### config.mk
export PLATFORM = sky130hd
export DESIGN_NAME = log_mul_20s16a
export DESIGN_NICKNAME = d
export VERILOG_FILES = /design/src/rtl/log_mul_20s16a.sv
export SDC_FILE = /design/constraint.sdc
export NUM_CORES = 1
export LEC_CHECK = 0
export BUFFER_PORTS_ARGS = -buffer_cell sky130_fd_sc_hd__buf_2
export CORE_UTILIZATION = 40
export DETAILED_ROUTE_END_ITERATION = 8
export PLACE_DENSITY = 0.66
export SLEW_MARGIN = 20
export SYNTH_ARGS = -nofsm -noshare
export SYNTH_HDL_FRONTEND = slang
export SYNTH_SLANG_ARGS = --single-unit
### constraint.sdc
create_clock -name clk -period 4.4 [get_ports clk]
set_input_delay 0 -clock clk [delete_from_list [all_inputs] [get_ports clk]]
set_output_delay 0 -clock clk [all_outputs]
set_load 0.005 [all_outputs]
### src/rtl/log_mul_20s16a.sv
// Dual-channel (I/Q) gain stage. Each signed 20-bit sample is scaled by a shared
// floating-point gain. The product is formed in the log2 domain (Mitchell
// approximation), so no multipliers are used. Outputs are saturated to a
// symmetric signed 16-bit range.
// Pipeline: input regs -> log of |din| -> log add -> antilog -> sign/out regs.
module log_mul_20s16a (
  input  logic        clk,
  input  logic        rst,
  input  logic [19:0] dix,
  input  logic [19:0] diy,
  input  logic        iv,
  input  logic [15:0] gain,
  output logic [15:0] dox,
  output logic [15:0] doy,
  output logic        ov
);

  // stage 0: captured inputs
  logic [1:0][19:0] r0_d;
  logic [15:0]      r0_g;
  logic             r0_v;

  // stage 1: sign, leading-one index, log fraction
  logic [1:0]       w1_s;
  logic [1:0][19:0] w1_a;
  logic [1:0][4:0]  w1_k;
  logic [1:0][11:0] w1_fa;
  logic [1:0]       w1_z;
  logic [1:0]       r1_s;
  logic [1:0][4:0]  r1_k;
  logic [1:0][11:0] r1_fa;
  logic [1:0]       r1_z;
  logic [3:0]       r1_e;
  logic [11:0]      r1_fg;
  logic             r1_v;

  // stage 2: log sum, exponent kept biased by +5 (nb = n + 5) to stay unsigned
  logic [1:0][12:0] w2_sum;
  logic [1:0][5:0]  w2_nb;
  logic [1:0][5:0]  r2_nb;
  logic [1:0][11:0] r2_f;
  logic [1:0]       r2_s;
  logic [1:0]       r2_z;
  logic             r2_v;

  // stage 3: antilog magnitude
  logic [1:0][15:0] w3_m;
  logic [1:0][14:0] w3_r;
  logic [1:0][14:0] r3_r;
  logic [1:0]       r3_s;
  logic [1:0]       r3_z;
  logic             r3_v;

  // register inputs and the input valid
  always_ff @(posedge clk or negedge rst) begin
    if (!rst) begin
      r0_d <= '0;
      r0_g <= '0;
      r0_v <= 1'b0;
    end else begin
      r0_d[0] <= dix;
      r0_d[1] <= diy;
      r0_g    <= gain;
      r0_v    <= iv;
    end
  end

  // magnitude, leading-one position and the 12 fraction bits below it
  always_comb begin
    w1_s  = '0;
    w1_a  = '0;
    w1_k  = '0;
    w1_fa = '0;
    w1_z  = '0;
    for (int unsigned c = 0; c < 2; c++) begin
      w1_s[c] = r0_d[c][19];
      w1_a[c] = w1_s[c] ? (20'd0 - r0_d[c]) : r0_d[c];
      for (int unsigned b = 0; b < 20; b++) begin
        if (w1_a[c][b]) w1_k[c] = 5'(b);
      end
      // normalise so the leading one lands on bit 19; the fraction is bits 18:7
      w1_fa[c] = 12'(({12'b0, w1_a[c]} << (5'd19 - w1_k[c])) >> 7);
      w1_z[c]  = (w1_a[c] == 20'd0) || !r0_g[11];
    end
  end

  // register log of operands; gain log fraction drops the implicit M[11]
  always_ff @(posedge clk or negedge rst) begin
    if (!rst) begin
      r1_s  <= '0;
      r1_k  <= '0;
      r1_fa <= '0;
      r1_z  <= '0;
      r1_e  <= '0;
      r1_fg <= '0;
      r1_v  <= 1'b0;
    end else begin
      r1_s  <= w1_s;
      r1_k  <= w1_k;
      r1_fa <= w1_fa;
      r1_z  <= w1_z;
      r1_e  <= r0_g[15:12];
      r1_fg <= {r0_g[10:0], 1'b0};
      r1_v  <= r0_v;
    end
  end

  // add the logs; nb = k + (E-1) - 4 + carry + 5 = k + E + carry
  always_comb begin
    w2_sum = '0;
    w2_nb  = '0;
    for (int unsigned c = 0; c < 2; c++) begin
      w2_sum[c] = {1'b0, r1_fa[c]} + {1'b0, r1_fg};
      w2_nb[c]  = 6'(r1_k[c]) + 6'(r1_e) + {5'd0, w2_sum[c][12]};
    end
  end

  // register log sum
  always_ff @(posedge clk or negedge rst) begin
    if (!rst) begin
      r2_nb <= '0;
      r2_f  <= '0;
      r2_s  <= '0;
      r2_z  <= '0;
      r2_v  <= 1'b0;
    end else begin
      r2_nb <= w2_nb;
      for (int unsigned c = 0; c < 2; c++) r2_f[c] <= w2_sum[c][11:0];
      r2_s  <= r1_s;
      r2_z  <= r1_z;
      r2_v  <= r1_v;
    end
  end

  // antilog: (4096+f) * 2^(n-12); n >= 15 saturates, n <= 14 never exceeds 32767
  always_comb begin
    w3_m = '0;
    w3_r = '0;
    for (int unsigned c = 0; c < 2; c++) begin
      w3_m[c] = {3'b0, 1'b1, r2_f[c]};
      if (r2_nb[c] >= 6'd20)
        w3_r[c] = 15'h7FFF;
      else if (r2_nb[c] >= 6'd17)
        w3_r[c] = 15'(w3_m[c] << (r2_nb[c] - 6'd17));
      else
        w3_r[c] = 15'(w3_m[c] >> (6'd17 - r2_nb[c]));
    end
  end

  // register antilog magnitude
  always_ff @(posedge clk or negedge rst) begin
    if (!rst) begin
      r3_r <= '0;
      r3_s <= '0;
      r3_z <= '0;
      r3_v <= 1'b0;
    end else begin
      r3_r <= w3_r;
      r3_s <= r2_s;
      r3_z <= r2_z;
      r3_v <= r2_v;
    end
  end

  // apply sign and zero-forcing; outputs hold between valid cycles
  always_ff @(posedge clk or negedge rst) begin
    if (!rst) begin
      dox <= '0;
      doy <= '0;
      ov  <= 1'b0;
    end else begin
      ov <= r3_v;
      if (r3_v) begin
        dox <= r3_z[0] ? '0 : (r3_s[0] ? (16'd0 - {1'b0, r3_r[0]}) : {1'b0, r3_r[0]});
        doy <= r3_z[1] ? '0 : (r3_s[1] ? (16'd0 - {1'b0, r3_r[1]}) : {1'b0, r3_r[1]});
      end
    end
  end

endmodule

==> results of run 1 <==
-- final cells by class --
| cell class | instances | area [um2] |
|---|---|---|
| clock buffer | 39 | 728 |
| timing repair buffer | 189 | 1360 |
| sequential | 220 | 5510 |
| multi-input combinational | 1136 | 8130 |
| fill | 3206 | 18100 |
| tap | 455 | 569 |
| clock inverter | 6 | 86.3 |
| inverter | 85 | 319 |
-- cells in the final DEF, fill, tap and decap left out, types with 12 or more instances in the layout --
cell type | netlist | final
a211oi_1 | 18 | 18
a21oi_1 | 74 | 74
a22oi_1 | 26 | 26
a31oi_1 | 16 | 16
buf_2 | 12 | 90
buf_4 | 3 | 39
clkbuf_16 | 0 | 25
dfrtp_1 | 220 | 219
dlygate4sd3_1 | 0 | 58
ha_1 | 42 | 41
inv_1 | 79 | 79
mux2_2 | 19 | 19
mux2i_1 | 58 | 58
mux4_2 | 12 | 12
nand2_1 | 130 | 130
nand2b_1 | 26 | 26
nand3_1 | 47 | 47
nor2_1 | 109 | 107
nor2b_1 | 24 | 24
nor3_1 | 28 | 28
o211ai_1 | 28 | 28
o21ai_0 | 71 | 71
o221ai_1 | 16 | 16
o22ai_1 | 37 | 37
o31ai_1 | 14 | 14
or3_1 | 14 | 14
xnor2_1 | 47 | 47
xor2_1 | 48 | 47
-- metal layers --
| metal | vias up | track usage (%) |
|---|---|---|
| met4 | 0 | 6.86 |
| met1 | 5690 | 25.6 |
| met5 | - | 0 |
| li1 | 5859 | - |
| met2 | 387 | 31.6 |
| met3 | 79 | 2.29 |
-- flip-flops by register name (all words and copies together), names as in the netlist --
signal  cells
r1_v        1
ov          1
r2_z        2
r0_g       16
r3_v        1
r2_f       24
r3_s        2
r0_v        1
r2_nb      12
doy        16
r1_e        4
r1_fa      24
r2_s        2
r2_v        1
dox        16
r1_k       10
r1_s        2
r3_z        2
r1_fg      11
r1_z        2
r0_d       40
r3_r       30
-- worst max path at each step --
stage	cells past startpoint	slack, ps	endpoint
final	16	190	r1_fa[15]
after global placement	15	330	r1_fa[15]
after floorplan	16	360	r1_fa[18]
after detailed placement	14	180	r1_fa[15]
after global routing	15	-50	r1_fa[21]
after CTS	13	160	r1_fa[15]
-- worst max-delay path: stages, from the launching register on --
cell and delay, ps:
dfrtp_1 470, inv_1 120, ha_1 240, or4b_4 530
or4_1 550, o2111ai_1 270, o211ai_1 180, buf_4 170
o21ai_2 160, o21bai_1 210, ha_2 290, xnor2_1 140
nand2_1 120, nor2_1 40, buf_4 160, a222oi_1 340
inv_1 70
-- kinds of logic (layout without fill, tap and decap cells) --
| logic type | after synthesis | in the layout |
|---|---|---|
| AOI/OAI and AO/OA | 441 | 441 |
| xor gates and xnor gates | 99 | 99 |
| adders and majority gates | 48 | 48 |
| buffers and inverters | 165 | 319 |
| DFF | 220 | 220 |
| muxes | 90 | 90 |
| and+or+nand+nor | 458 | 458 |
-- power breakdown --
| group | switching, W | leakage, nW | internal (W) |
|---|---|---|---|
| clock | 0.000773 | 0.395 | 0.00125 |
| combinational | 0.00232 | 4.09 | 0.00174 |
| sequential | 0.000466 | 2.60 | 0.00247 |
-- per-stage QoR --
step                std cells  total power (W)  util (%)
floorplan                1521          0.00587         -
global route             2130          0.00967      48.0
detailed placement       2024          0.00691      43.8
finish                   2130          0.00902      48.0
global placement         2024          0.00687      43.8
CTS                      2127          0.00904      47.8
-- timing repair --
action / 4_1_cts / 5_1_grt
buffers inserted: 0 / 3
endpoints found under the hold margin: 159 / 0
hold buffers: 58 / 0
resized for setup: 0 / 7
setup endpoints to repair: 0 / 11
==> results.sh, run 1 <==
export IMPL_worst_slack_ps=192
export IMPL_cts_sinks=220
export IMPL_diodes=0
export IMPL_drtPass1Iterations=6
export IMPL_synth_compound_area_share_pct=22.3
export IMPL_synth_area_leaders="dfrtp_1 39%, mux2i_1 4.1%, ha_1 3.7%, nand2_1 3.4%, xor2_1 2.9%"
export IMPL_status="finished clean"
export IMPL_synth_edf_count=0
export IMPL_worst_slew_pin_slew_ps=1030
export IMPL_final_area_um2=16700
export IMPL_synthAdderAreaFrac_pct=4.52
export IMPL_syn_area_per_cell_um2=9.39
export IMPL_timing_fmax_ghz=0.238
export IMPL_route_vias_total=12015
export IMPL_setup_tns_ps=0
export IMPL_yosysSeqAreaShare_pct=38.6
export IMPL_synth_top_cell_area_share_pct=38.6
export IMPL_cp_arrival_ps=4610
export IMPL_powerDensity_nw_per_um2=540
export IMPL_end_kind="flip-flop"
export IMPL_path_clk_slew_ps=50
export IMPL_startpoint="r0_d[20]"
export IMPL_final_hold_violation_count=0
export IMPL_path_max_fanout=9
export IMPL_routed_wl_um=34700
export IMPL_vias_per_cell=5.64
export IMPL_drt_initial_drc_count=908
export IMPL_cts_tree="yes"
export IMPL_synthTopCellsByCount="220 x dfrtp_1, 130 x nand2_1, 109 x nor2_1, 79 x inv_1, 74 x a21oi_1"
export IMPL_ant_nets=0
export IMPL_clock_skew_ps=17.8
export IMPL_fin_hold_ws_ps=95.3
export IMPL_p_leak_nw=7.08
export IMPL_reg2reg_to="r1_fa[15]"
export IMPL_synthMuxAreaShare_pct=7.54
export IMPL_synth_top_family_by_area="compound AO/OA/AOI/OAI gates"
export IMPL_htreeDepth=1
export IMPL_antenna_found_initial=0
export IMPL_numCtsBuffers=25
export IMPL_cp_start_kind="flip-flop"
export IMPL_period_share_pct=95.6
export IMPL_cap_viol_max_count=0
export IMPL_drc_errors=0
export IMPL_crit_type="flip-flop to flip-flop"
export IMPL_slew_headroom_pct=31.5
export IMPL_timing_rr_start="r0_d[20]"
export IMPL_wl_per_cell_um=16.3
export IMPL_setup_viol=0
export IMPL_worstSkewPairLatency_ps=530
export IMPL_peakVddDrop_v=0.000346
export IMPL_yosysWarnings=0
export IMPL_synth_top_cell_by_area="dfrtp_1"
export IMPL_ys_types=107
export IMPL_dp_hpwl_um=25800
export IMPL_initial_core_util_pct=41.0
export IMPL_grt_pass1_vias=11452
export IMPL_synth_simple_area_share_pct=16.0
export IMPL_rows=68
export IMPL_synth_cell_area_um2=14300
export IMPL_synthFlopType="dfrtp_1"
export IMPL_ys_seq_elements=220
export IMPL_yosysMostFrequentCell="dfrtp_1"
export IMPL_die_y_um=191
export IMPL_nNetsFinal=1764
export IMPL_grt_overflow=0
export IMPL_reg2reg_slack_ps=190
export IMPL_synthXorXnorAreaFrac_pct=6.36
export IMPL_io_pins=92
export IMPL_drv_slew=0
export IMPL_netlist_instances=1521
export IMPL_fp_dieW_um=191
export IMPL_gp_congestion=0.958
export IMPL_drive_above_1_share_pct=15.4
export IMPL_root_buffer="clkbuf_16"
export IMPL_dieArea_um2=36400
export IMPL_worstPathRequired_ps=4800
export IMPL_rsz0062_at_grt="true"
export IMPL_ff2ff_path_depth=16
export IMPL_syn_num_nets=1628
export IMPL_met2_length_um=16000
export IMPL_wl_met3_um=1400
export IMPL_top_layer="met4"
export IMPL_dpl_worst_slack_ps=182
export IMPL_coreArea_um2=34800
export IMPL_area_delta_synth_final_pct=17.0
export IMPL_wl_met1_um=16200
export IMPL_grt_pass1_wl_um=57100
export IMPL_hp_class="input port to async pin"
export IMPL_synthArstFlopShare_pct=100
export IMPL_io_buffers=91
export IMPL_period_minus_slack_ps=4210
export IMPL_placed_area_um2=15200
export IMPL_grt_max_degree=119
export IMPL_grtUsageTotal_pct=19.1
export IMPL_clock_path_buffers=3
Note: power is estimated with default switching activity, not from simulation.
==> inputs of run 2 (changes only) <==
--- a/config.mk
+++ b/config.mk
@@ -6,9 +6,9 @@
 export NUM_CORES = 1
 export LEC_CHECK = 0
 export BUFFER_PORTS_ARGS = -buffer_cell sky130_fd_sc_hd__buf_2
-export CORE_UTILIZATION = 40
+export CORE_UTILIZATION = 50
 export DETAILED_ROUTE_END_ITERATION = 8
-export PLACE_DENSITY = 0.66
+export PLACE_DENSITY = 0.77
 export SLEW_MARGIN = 20
 export SYNTH_ARGS = -nofsm -noshare
 export SYNTH_HDL_FRONTEND = slang
==> constraint.sdc (replaced) <==
create_clock -name clk -period 4.5 [get_ports clk]
set_input_delay 0 -clock clk [delete_from_list [all_inputs] [get_ports clk]]
set_output_delay 0 -clock clk [all_outputs]
set_load 0.005 [all_outputs]
==> run 2 against run 1 <==
Clock power rose by 11%. Design area fell by 0.55%. Final cell count fell by 4.0%. Register-to-register slack improved by 150 ps. Largest power group unchanged. Routed wire length fell by 1.7%.
==> results.sh, run 2 (synthesis gave the netlist of run 1 again) <==
export IMPL_status="finished clean"
export IMPL_gp_congestion=0.958
export IMPL_power_switching_share_pct=38.9
export IMPL_final_common_cell="dfrtp_1"
export IMPL_slew_headroom_pct=35.0
export IMPL_path_max_fanout=9
export IMPL_power_frac_comb_pct=43.5
export IMPL_worst_slack_ps=346
export IMPL_grt_busiest_layer="met2"
export IMPL_die_y_um=171
export IMPL_max_stage_delay_ps=550
export IMPL_initial_core_util_pct=51.1
export IMPL_rows=61
export IMPL_p_switching_w=0.00353
export IMPL_fp_dieW_um=171
export IMPL_nFillCells=2402
export IMPL_routed_wl_um=34200
export IMPL_dp_hpwl_um=24800
export IMPL_reg_top3="r0_d (40), r3_r (30)"
export IMPL_nNetsFinal=1755
export IMPL_io_buffers=91
export IMPL_numCtsBuffers=25
export IMPL_largest_register="r0_d"
export IMPL_path_delay_family="simple AND/OR/NAND/NOR gates"
export IMPL_diodes=0
export IMPL_vias_per_cell=5.86
export IMPL_coreArea_um2=27900
export IMPL_worstPathRequired_ps=4890
export IMPL_hp_class="input port to flip-flop"
export IMPL_root_buffer="clkbuf_16"
export IMPL_clock_skew_ps=17.8
export IMPL_reg2reg_slack_ps=350
export IMPL_drt_initial_drc_count=762
export IMPL_path_cells="inv_1 > ha_1 > or4b_4 > or4_1 > nand4_1 > o21ai_0 > o21ai_1 > nor4_1 > or2_2 > ha_2 > inv_1 > nand2_1 > nor2_1 > buf_4 > a222oi_1 > inv_1"
export IMPL_grt_overflow=0
export IMPL_finalPower_w=0.00906
export IMPL_area_delta_synth_final_pct=16.3
export IMPL_power_share_sequential_pct=31.8
export IMPL_p_clk_share_pct=24.7
export IMPL_period_minus_slack_ps=4150
export IMPL_internal_power_w=0.00553
export IMPL_period_share_pct=92.3
export IMPL_met2_usage_pct=38.7
export IMPL_final_hold_violation_count=0
export IMPL_setup_viol=0
export IMPL_grt_pass1_wl_um=56600
export IMPL_cp_arrival_ps=4550
export IMPL_drv_slew=0
export IMPL_antenna_found_initial=0
export IMPL_grtUsageTotal_pct=23.6
export IMPL_worstSkewPairLatency_ps=530
export IMPL_crit_type="flip-flop to flip-flop"
export IMPL_route_vias_total=11971
export IMPL_end_kind="flip-flop"
export IMPL_grt_use_met1_pct=32.0
export IMPL_final_core_util_pct=59.4
export IMPL_dieArea_um2=29200
export IMPL_largest_reg_flops=40
export IMPL_cts_sinks=220
export IMPL_drc_errors=0
export IMPL_grt_pass1_vias=11438
export IMPL_ant_nets=0
export IMPL_path_clk_slew_ps=60
export IMPL_layout_common_cells="220 x dfrtp_1, 130 x nand2_1, 108 x nor2_1"
export IMPL_htreeDepth=1
export IMPL_cap_viol_max_count=0
export IMPL_slowest_stage="or4_1"
export IMPL_wl_per_cell_um=16.7
export IMPL_timing_fmax_ghz=0.241
export IMPL_p_leak_nw=7.09
export IMPL_critPathBufInv=4
export IMPL_grt_max_degree=136
export IMPL_clock_path_buffers=3
export IMPL_peakVddDrop_v=0.000334
export IMPL_cp_start_kind="flip-flop"
export IMPL_drtPass1Iterations=5
export IMPL_worst_slew_pin_slew_ps=975
export IMPL_grt_use_met3_pct=3.49
export IMPL_cts_tree="yes"
export IMPL_fin_hold_ws_ps=111
export IMPL_powerDensity_nw_per_um2=545
export IMPL_io_pins=92
export IMPL_crit_top_cell="inv_1"
export IMPL_drive_above_1_share_pct=15.2
export IMPL_dpl_worst_slack_ps=238
-- run 2: cell types whose count changed in the layout (fill, tap and decap cells not counted), sizes merged --
cell / change
buf: -10
clkbuf: -7
clkinv: +3
clkinvlp: +1
bufinv: +4
-- run 2: what timing repair did --
action                                  in CTS  in global routing
hold buffers                                58                  0
endpoints found under the setup margin       0                 11
resized for setup                            0                  4
endpoints found under the hold margin      190                  0
setup buffers                                0                  3
-- run 2: final timing paths --
kind | startpoint | to | cells past startpoint
worst min-delay path | dix[19] | r0_d[19] | 2
worst max-delay path | r0_d[20] | r1_fa[15] | 16
max in group asynchronous | rst | r0_g[1] | 3
worst min register to register | r0_g[6] | r1_fg[7] | 0
min in group asynchronous | rst | doy[1] | 2
worst max register to register | r0_d[20] | r1_fa[15] | 16
-- run 2: power groups by stage --
| stage | clock network, W | registers (W) | logic (W) |
|---|---|---|---|
| 3_3_place_gp | 0 | 0.00288 | 0.00376 |
| 4_1_cts | 0.00230 | 0.00288 | 0.00388 |
| 3_5_place_dp | 0 | 0.00291 | 0.00381 |
| 2_1_floorplan | 0 | 0.00274 | 0.00300 |
| 5_1_grt | 0.00238 | 0.00295 | 0.00436 |
| 6_report | 0.00224 | 0.00288 | 0.00394 |
-- run 2: worst register-to-register path, stage by stage (launching register included) --
cell      delay [ps]
dfrtp_1          470
inv_1            120
ha_1             240
or4b_4           540
or4_1            550
nand4_1          120
o21ai_0          110
o21ai_1          220
nor4_1           110
or2_2            330
ha_2             390
inv_1             70
nand2_1          160
nor2_1            60
buf_4            170
a222oi_1         320
inv_1             80
-- run 2: final cells by class --
type                            count  area, um2  share of cell area, %
Clock buffer                       31        698                   4.20
Clock inverter                     14        229                   1.38
Inverter                           85        319                   1.92
Multi-Input combinational cell   1136       8100                   48.8
Sequential cell                   220       5510                   33.2
Tap cell                          378        473                   2.85
Timing Repair Buffer              180       1280                   7.70
-- run 2: through the flow --
stage / instance area [um2] / setup TNS [ps] / std cells
2_1_floorplan: 14300 / 0 / 1521
3_3_place_gp: 15100 / 0 / 1937
3_5_place_dp: 15100 / 0 / 1937
4_1_cts: 16600 / 0 / 2040
5_1_grt: 16600 / -0.553 / 2044
6_report: 16600 / 0 / 2044
-- run 2: metal layers --
metal	up-vias	wire length, um
li1	5849	-
met1	5645	15600
met2	403	15900
met3	74	1780
met4	0	924
met5	-	0
==> inputs of run 3 (changes only) <==
--- a/config.mk
+++ b/config.mk
@@ -8,6 +8,7 @@
 export BUFFER_PORTS_ARGS = -buffer_cell sky130_fd_sc_hd__buf_2
 export CORE_UTILIZATION = 50
 export DETAILED_ROUTE_END_ITERATION = 8
+export GPL_TIMING_DRIVEN = 0
 export PLACE_DENSITY = 0.77
 export SLEW_MARGIN = 20
 export SYNTH_ARGS = -nofsm -noshare
==> run 3 against run 2 <==
Setup slack lost 180 ps. Via count grew 4.8%. Clock-buffer cell count grew 3. Register-to-register slack lost 180 ps. Design area grew 1.4%. Clock skew shrank 6.3 ps. Combinational power grew 4%. Utilization grew 0.82 points. Total power shrank 2.2%.
==> results.sh, run 3 (synthesis gave the netlist of run 1 again) <==
export IMPL_peakVddDrop_v=0.000302
export IMPL_rsz0062_at_grt="true"
export IMPL_vias_per_cell=5.98
export IMPL_coreArea_um2=27900
export IMPL_multi_input_area_um2=8250
export IMPL_worstSkewPairLatency_ps=520
export IMPL_area_sequential_um2=5510
export IMPL_grt_use_met1_pct=32.4
export IMPL_grt_overflow=0
export IMPL_nNetsFinal=1813
export IMPL_period_share_pct=96.3
export IMPL_grt_busiest_layer="met2"
export IMPL_power_switching_share_pct=40.6
export IMPL_io_pins=92
export IMPL_largest_register="r0_d"
export IMPL_final_hold_violation_count=0
export IMPL_ant_nets=0
export IMPL_slew_headroom_pct=42.4
export IMPL_wl_per_cell_um=17.3
export IMPL_cp_arrival_ps=4760
export IMPL_drt_initial_drc_count=906
export IMPL_p_leak_nw=7.12
export IMPL_routed_wl_um=36300
export IMPL_end_kind="flip-flop"
export IMPL_antenna_found_initial=0
export IMPL_path_clk_slew_ps=60
export IMPL_gp_congestion=0.947
export IMPL_cts_sinks=220
export IMPL_final_common_cell="dfrtp_1"
export IMPL_dieArea_um2=29200
export IMPL_worstPathRequired_ps=4920
export IMPL_period_minus_slack_ps=4340
export IMPL_layout_common_cells="220 x dfrtp_1, 127 x nand2_1, 106 x nor2_1"
export IMPL_drv_slew=0
export IMPL_dp_hpwl_um=25900
export IMPL_final_core_util_pct=60.3
export IMPL_power_frac_comb_pct=46.4
export IMPL_route_vias_total=12542
export IMPL_fp_dieW_um=171
export IMPL_largest_reg_flops=40
export IMPL_hp_class="input port to async pin"
export IMPL_area_delta_synth_final_pct=17.9
export IMPL_htreeDepth=1
export IMPL_drtPass1Iterations=7
export IMPL_internal_power_w=0.00526
export IMPL_grt_pass1_vias=11827
export IMPL_cp_start_kind="flip-flop"
export IMPL_drive_above_1_share_pct=15.3
export IMPL_nFillCells=2344
export IMPL_initial_core_util_pct=51.1
export IMPL_setup_viol=0
export IMPL_drc_errors=0
export IMPL_diodes=0
export IMPL_timing_fmax_ghz=0.231
export IMPL_clock_path_buffers=3
export IMPL_cts_tree="yes"
export IMPL_power_share_sequential_pct=32.0
export IMPL_reg_top3="r0_d (40), r3_r (30)"
export IMPL_rows=61
export IMPL_final_area_um2=16800
export IMPL_crit_type="flip-flop to flip-flop"
export IMPL_p_clk_share_pct=21.6
export IMPL_status="finished clean"
export IMPL_path_max_fanout=10
export IMPL_grt_pass1_wl_um=58200
export IMPL_clock_skew_ps=11.6
export IMPL_cap_viol_max_count=0
export IMPL_placed_area_um2=15300
export IMPL_die_y_um=171
export IMPL_root_buffer="clkbuf_16"
export IMPL_worst_slew_pin_slew_ps=860
export IMPL_grt_use_met3_pct=3.33
export IMPL_grtUsageTotal_pct=24.5
export IMPL_p_switching_w=0.00360
export IMPL_powerDensity_nw_per_um2=526
export IMPL_io_buffers=91
export IMPL_numCtsBuffers=25
export IMPL_grt_max_degree=106
export IMPL_met2_usage_pct=41.3
run 3: worst paths after layout:
| check | slack, ps | from | depth (start not counted) | endpoint |
|---|---|---|---|---|
| hold reg to reg | 340 | r0_g[7] | 0 | r1_fg[8] |
| setup reg to reg | 160 | r0_d[5] | 14 | r1_fa[2] |
| hold / removal | 100 | rst | 3 | r2_nb[8] |
| setup / recovery | 160 | r0_d[5] | 14 | r1_fa[2] |
| min in group clk | 110 | dix[13] | 2 | r0_d[13] |
| max in group asynchronous | 3330 | rst | 3 | r3_r[19] |
run 3: timing repair:
action	in CTS	in global routing
gates cloned	0	1
endpoints found under the hold margin	277	0
setup endpoints to repair	13	19
setup buffers	1	5
pin swaps	1	8
resized for setup	9	31
hold buffers	59	0
run 3: power by group through the flow:
| stage | Sequential, W | Combinational, W | Clock (W) |
|---|---|---|---|
| after global placement | 0.00283 | 0.00388 | 0 |
| after detailed placement | 0.00286 | 0.00393 | 0 |
| after floorplan | 0.00274 | 0.00300 | 0 |
| final | 0.00284 | 0.00411 | 0.00191 |
| after CTS | 0.00282 | 0.00400 | 0.00194 |
| after global routing | 0.00289 | 0.00453 | 0.00202 |
run 3: metrics by stage:
stage                     power (W)  setup TNS [ps]  cells  hold WS (ps)  setup slack [ps]
after floorplan             0.00574               0   1521          -296               455
after detailed placement    0.00678           -2700   1992          -159              -365
after global routing        0.00944           -36.7   2096           110             -23.5
after global placement      0.00671           -9650   1990           107              -317
final                       0.00885               0   2096           103               165
after CTS                   0.00877               0   2091          96.6              43.6
run 3: worst max-delay path, cell delays in order (launching register included):
cell and delay (ps):
dfrtp_1 370, buf_6 130, or4_1 520, buf_4 200, or4_4 580, a211oi_2 280
or3_2 240, nand2_2 170, o21bai_4 260, buf_2 210, ha_2 260, xnor2_4 250
nand2_2 170, or4_1 490, o21ai_0 120
run 3: area by class of cell:
class	count	share of cell area, %
Clock inverter	5	0.320
Tap cell	378	2.81
Multi-Input combinational cell	1137	49.0
Sequential cell	220	32.7
Timing Repair Buffer	158	6.87
Inverter	85	1.90
Clock buffer	34	4.21
Buffer	79	2.18
run 3: routing by layer:
metal	wire length (um)	part of all wire (%)
met2	17400	48
met5	0	0
met1	15500	43
met4	1150	3.2
met3	2220	6.1
